<file path="config.mk">
export PLATFORM = sky130hd
export DESIGN_NAME = sync_fifo_param
export DESIGN_NICKNAME = d
export VERILOG_FILES = /design/src/rtl/sync_fifo_param.sv
export SDC_FILE = /design/constraint.sdc
export NUM_CORES = 1
export LEC_CHECK = 0
export BUFFER_PORTS_ARGS = -buffer_cell sky130_fd_sc_hd__buf_4
export CORE_ASPECT_RATIO = 0.5
export CORE_MARGIN = 1
export CORE_UTILIZATION = 55
export CTS_CLUSTER_DIAMETER = 100
export CTS_CLUSTER_SIZE = 25
export DETAILED_ROUTE_END_ITERATION = 7
export GPL_TIMING_DRIVEN = 0
export PLACE_DENSITY = 0.73
export SLEW_MARGIN = 25
export SYNTH_ARGS = -nofsm -noshare
export SYNTH_HDL_FRONTEND = slang
export SYNTH_SLANG_ARGS = --single-unit
export TNS_END_PERCENT = 30
</file>
<file path="constraint.sdc">
create_clock -name clk -period 3.36 [get_ports clk]
set_input_delay 0 -clock clk [delete_from_list [all_inputs] [get_ports clk]]
set_output_delay 0 -clock clk [all_outputs]
set_load 0.01 [all_outputs]
</file>
<file path="src/rtl/sync_fifo_param.sv">
// Parametrised single-clock FIFO with almost-full/empty thresholds and sticky overflow/underflow flags.
// Define SYNC_FIFO_FWFT_EN for first-word-fall-through output; the default build uses a registered output.
module sync_fifo_param #(
  parameter int DATA_W    = 8,
  parameter int ADDR_W    = 4,
  parameter int AFULL_TH  = 14,
  parameter int AEMPTY_TH = 2
) (
  input  logic              clk,
  input  logic              rst,
  input  logic              write_en,
  input  logic [DATA_W-1:0] buf_in,
  input  logic              read_en,
  output logic [DATA_W-1:0] buf_out,
  output logic              buf_empty,
  output logic              buf_full,
  output logic              almost_empty,
  output logic              almost_full,
  output logic [ADDR_W:0]   fifo_counter,
  input  logic              err_clr,
  output logic              overflow,
  output logic              underflow
);

  localparam int DEPTH = 1 << ADDR_W;
  localparam logic [ADDR_W:0] AFULL_C  = AFULL_TH[ADDR_W:0];
  localparam logic [ADDR_W:0] AEMPTY_C = AEMPTY_TH[ADDR_W:0];
  localparam logic [ADDR_W:0] PTR_ONE  = {{ADDR_W{1'b0}}, 1'b1};

  logic [DATA_W-1:0] mem_q [DEPTH];

  logic [ADDR_W:0] wr_ptr_q, wr_ptr_d;
  logic [ADDR_W:0] rd_ptr_q, rd_ptr_d;
  logic [ADDR_W:0] count_q, count_d;
  logic            overflow_q, overflow_d;
  logic            underflow_q, underflow_d;

  logic [ADDR_W-1:0] wr_addr;
  logic [ADDR_W-1:0] rd_addr;
  logic              empty_w;
  logic              full_w;
  logic              wr_acc;
  logic              rd_acc;

  assign wr_addr = wr_ptr_q[ADDR_W-1:0];
  assign rd_addr = rd_ptr_q[ADDR_W-1:0];

  // The wrap bit distinguishes full from empty when the addresses coincide.
  assign empty_w = (wr_ptr_q == rd_ptr_q);
  assign full_w  = (wr_addr == rd_addr) && (wr_ptr_q[ADDR_W] != rd_ptr_q[ADDR_W]);

  assign wr_acc = write_en && !full_w;
  assign rd_acc = read_en && !empty_w;

  always_comb begin
    wr_ptr_d = wr_ptr_q;
    rd_ptr_d = rd_ptr_q;
    count_d  = count_q;
    if (wr_acc) wr_ptr_d = wr_ptr_q + PTR_ONE;
    if (rd_acc) rd_ptr_d = rd_ptr_q + PTR_ONE;
    case ({wr_acc, rd_acc})
      2'b10:   count_d = count_q + PTR_ONE;
      2'b01:   count_d = count_q - PTR_ONE;
      default: count_d = count_q;
    endcase
  end

  // A new error in the same cycle as err_clr wins, so the flag stays set.
  always_comb begin
    overflow_d  = overflow_q;
    underflow_d = underflow_q;
    if (err_clr) begin
      overflow_d  = 1'b0;
      underflow_d = 1'b0;
    end
    if (write_en && full_w) overflow_d  = 1'b1;
    if (read_en && empty_w) underflow_d = 1'b1;
  end

  always_ff @(posedge clk or negedge rst) begin
    if (!rst) begin
      wr_ptr_q    <= '0;
      rd_ptr_q    <= '0;
      count_q     <= '0;
      overflow_q  <= 1'b0;
      underflow_q <= 1'b0;
    end else begin
      wr_ptr_q    <= wr_ptr_d;
      rd_ptr_q    <= rd_ptr_d;
      count_q     <= count_d;
      overflow_q  <= overflow_d;
      underflow_q <= underflow_d;
    end
  end

  // Storage is deliberately left out of reset so it maps onto RAM primitives.
  always_ff @(posedge clk) begin
    if (wr_acc) mem_q[wr_addr] <= buf_in;
  end

`ifdef SYNC_FIFO_FWFT_EN
  assign buf_out = mem_q[rd_addr];
`else
  logic [DATA_W-1:0] buf_out_q, buf_out_d;

  always_comb begin
    buf_out_d = buf_out_q;
    if (rd_acc) buf_out_d = mem_q[rd_addr];
  end

  always_ff @(posedge clk or negedge rst) begin
    if (!rst) buf_out_q <= '0;
    else      buf_out_q <= buf_out_d;
  end

  assign buf_out = buf_out_q;
`endif

  assign buf_empty    = empty_w;
  assign buf_full     = full_w;
  assign almost_empty = (count_q <= AEMPTY_C);
  assign almost_full  = (count_q >= AFULL_C);
  assign fifo_counter = count_q;
  assign overflow     = overflow_q;
  assign underflow    = underflow_q;

endmodule
</file>
==> flow_metrics.py <==
metrics = {
    "run_status": {
        "run_status": "finished, final reports clean",
    },
    "logic_synthesis": {
        "synth_cell_type_count": 39,
        "synth_xor_area_share_pct": 2.750,
        "ys_async_sr_fraction_pct": 16.34,
        "ys_ff_latch": 153,
        "synth_compound_area_share_pct": 4.341,
        "ys_seq_area_share_pct": 70.16,
        "synth-adder-area-share_pct": 1.571,
        "avgSynthCellArea_sq_um": 18.41,
        "yosys.area_share.simple_pct": 4.007,
        "synth_warnings": 0,
        "synth.area.mux_share_pct": 15.12,
        "syn_area_sq_mm": 0.006370,
        "syn_inst": 346,
        "synth_edf_count": 128,
        "ys.flop_type": "edfxtp_1",
        "synth_nets": 367,
        "synth_top_family_by_area": "multiplexers",
    },
    "floorplan": {
        "fp.coreArea_sq_mm": 0.01115,
        "dieWidth_um": 154.2,
        "die_area_sq_mm": 0.01204,
        "die_height_um": 78.10,
        "start_util_pct": 57.14,
        "num_io_pins": 32,
        "rows": 27,
    },
    "sta": {
        "skew_ns": 0.008858,
        "finalWorstSetupSlack_ns": 0.1631,
        "fin_crit_sh_pct": 95.14,
        "rsz0062_at_grt": "no",
        "slew_headroom_pct": 37.51,
        "drv_slew": 0,
        "final-setup-viol-count": 0,
        "hold_viol_final": 0,
        "holdWs_ns": 0.05175,
        "worstMarginPinSlew_ns": 0.9354,
        "fmax_mhz": 312.8,
        "period_minus_slack_ns": 3.197,
        "final.setup.tns_ns": 0,
    },
    "grt": {
        "grt.total_usage_pct": 23.57,
        "grt_max_degree": 26,
        "grt_pass1_vias": 3461,
        "grt_pass1_wl_um": 20020,
        "grt_remaining_overflow": 0,
        "antenna_found_initial": 0,
    },
    "layout": {
        "drive_gt1_share_pct": 24.70,
        "fin_cells": 566,
        "fill_cells": 688,
        "nets": 431,
        "area_growth_syn_to_layout_pct": 18.25,
        "diodes": 0,
    },
    "routing": {
        "num_vias": 3491,
        "drc": 0,
        "firstDrtPassIters": 6,
        "viasPerCell": 6.168,
        "avgRoutedWirePerCell_um": 23.13,
        "drt_iter0_drc": 323,
        "drt_wl_total_um": 13090,
        "ant_nets": 0,
    },
    "worst_setup_path": {
        "critical_path_class": "reg2reg",
        "reg2reg_slack_ns": 0.16,
        "worstPathArrival_ns": 3.48,
        "crit_path_end_kind": "flop",
        "start_kind": "flop",
        "worstPathMaxFanout": 10,
        "cp.required_ns": 3.65,
    },
    "cts": {
        "htreeDepth": 4,
        "cts_tree": "built",
        "clk_latency_ns": 0.41,
        "clk_pin_slew_ns": 0.06,
        "cts_root_buffer": "clkbuf_16",
        "cts.path.max_buffers": 2,
        "clkSinkCount": 153,
        "cts_buffers": 17,
    },
    "placed_design": {
        "place_congestion": 0.8188,
        "io_buffers": 31,
        "dp.cells": 522,
        "place_hpwl_um": 8462,
        "pre_cts_slack_ns": -0.1407,
    },
    "power": {
        "powerDensity_mw_per_mm2": 899.5,
        "power_mw": 6.775,
        "ir_worst_vdd_mv": 0.4578,
        "p_leak_nw": 2.773,
    },
    "flow_run": {
        "cap_violations": 0,
    },
    "min_path": {
        "hold_class": "in2async",
    },
}
## sequential cells by signal (all words and copies together) (netlist names)
register,flops
buf_out,8
fifo_counter,5
mem_q,128
overflow,1
rd_ptr_q,5
underflow,1
wr_ptr_q,5
## path summary, 6_finish.rpt
path                             start  cells past startpoint               to
min                                rst                      2      wr_ptr_q[4]
max in group asynchronous          rst                      2  fifo_counter[2]
max reg2reg                rd_ptr_q[0]                     14  fifo_counter[4]
min reg2reg                 buf_out[0]                      1       buf_out[0]
min in group clk             buf_in[4]                      2      mem_q[4][4]
max                        rd_ptr_q[0]                     14  fifo_counter[4]
## metrics by stage
stage | cell area (sq um) | utilization, %
after global placement | 6784 | 60.85
after global routing | 7532 | 67.56
after detailed placement | 6789 | 60.90
after CTS | 7513 | 67.40
after floorplan | 6370 | -
final | 7532 | 67.56
## cells by family after synthesis
logic type / count (synthesis)
fa+ha+maj: 8
flops: 153
compound gates: 35
simple gates: 44
xor+xnor: 20
mux: 59
buf+inv: 27
## cells in the mapped netlist (2+ instances only)
cell / n / share of area (%)
inv_1: 7 / 0.41
a211o_1: 2 / 0.28
nor2_1: 5 / 0.29
mux4_1: 13 / 5.4
clkbuf_1: 7 / 0.41
nor3_1: 2 / 0.16
mux4_2: 11 / 3.9
a221oi_1: 8 / 1.1
xnor2_1: 13 / 1.8
nand3_1: 4 / 0.31
nand2b_1: 9 / 0.88
buf_1: 2 / 0.12
ha_1: 8 / 1.6
buf_2: 7 / 0.55
o211ai_1: 4 / 0.47
dfrtp_1: 25 / 9.8
nor2b_1: 6 / 0.59
and3_1: 14 / 1.4
mux2_2: 18 / 3.2
xor2_1: 7 / 0.96
buf_6: 2 / 0.35
a21oi_1: 4 / 0.31
mux2i_1: 16 / 2.5
edfxtp_1: 128 / 60
a22o_1: 10 / 1.4
## placed cells by master, fill, tap and decap left out, types with 2 or more instances in the layout
| master | n |
|---|---|
| and3_1 | 14 |
| dlygate4sd3_1 | 13 |
| buf_4 | 34 |
| mux2i_1 | 16 |
| mux4_1 | 13 |
| nor2_1 | 5 |
| mux2_2 | 18 |
| buf_1 | 2 |
| o211ai_1 | 4 |
| ha_1 | 8 |
| xnor2_1 | 13 |
| nand3_1 | 4 |
| a221oi_1 | 8 |
| clkbuf_16 | 17 |
| edfxtp_1 | 128 |
| inv_1 | 7 |
| nor2b_1 | 6 |
| a211o_1 | 2 |
| clkinv_2 | 3 |
| a22o_1 | 10 |
| dfrtp_1 | 25 |
| clkinvlp_4 | 3 |
| clkbuf_1 | 8 |
| nand2b_1 | 9 |
| buf_2 | 4 |
| xor2_1 | 7 |
| clkinv_4 | 3 |
| a21oi_1 | 3 |
| bufinv_16 | 3 |
| mux4_2 | 11 |
| buf_6 | 3 |
## cell type report
cell class                 count  area (sq um)  share of cell area (%)
sequential                   153          4469                   59.34
timing repair buffer          45         370.4                   4.917
clock inverter                12         153.9                   2.043
clock buffer                  18         429.2                   5.698
tap                          145         181.4                   2.409
multi-input combinational    166          1787                   23.72
inverter                       7         26.28                  0.3488
buffer                        20         115.1                   1.528
## routing by layer
layer | share of wire, % | track usage [%] | vias to the layer above
li1 | - | - | 1514
met1 | 44 | 32.51 | 1810
met2 | 47 | 37.23 | 159
met3 | 8.3 | 6.461 | 8
met4 | 0.47 | 7.100 | 0
met5 | 0 | 0 | -
## critical path: stages, from the launching register on
cell      delay (ns)
dfrtp_1         0.42
clkbuf_4        0.24
xnor2_1         0.18
and4_1          0.24
a21oi_4         0.24
buf_4           0.22
inv_1           0.09
ha_1            0.20
clkbuf_1        0.20
xor2_1          0.21
ha_1            0.24
a211o_1         0.30
nand3_1         0.08
a21oi_1         0.07
xor2_1          0.14
## timing repair
action                     in CTS  in global routing
gates cloned                    0                  0
pin swaps                       1                  0
hold endpoints to repair      159                  0
buffers inserted                1                  0
hold buffers                   13                  0
gates resized for setup         1                  7
setup endpoints to repair       2                  2
## where the power goes
group	internal [mW]	leakage (nW)	total, mW	switching, mW
logic	1.10	1.04	2.36	1.27
clock network	1.16	0.278	1.88	0.719
registers	2.38	1.45	2.54	0.158
total	4.63	2.77	6.78	2.14
(Power assumes the default switching activity.)
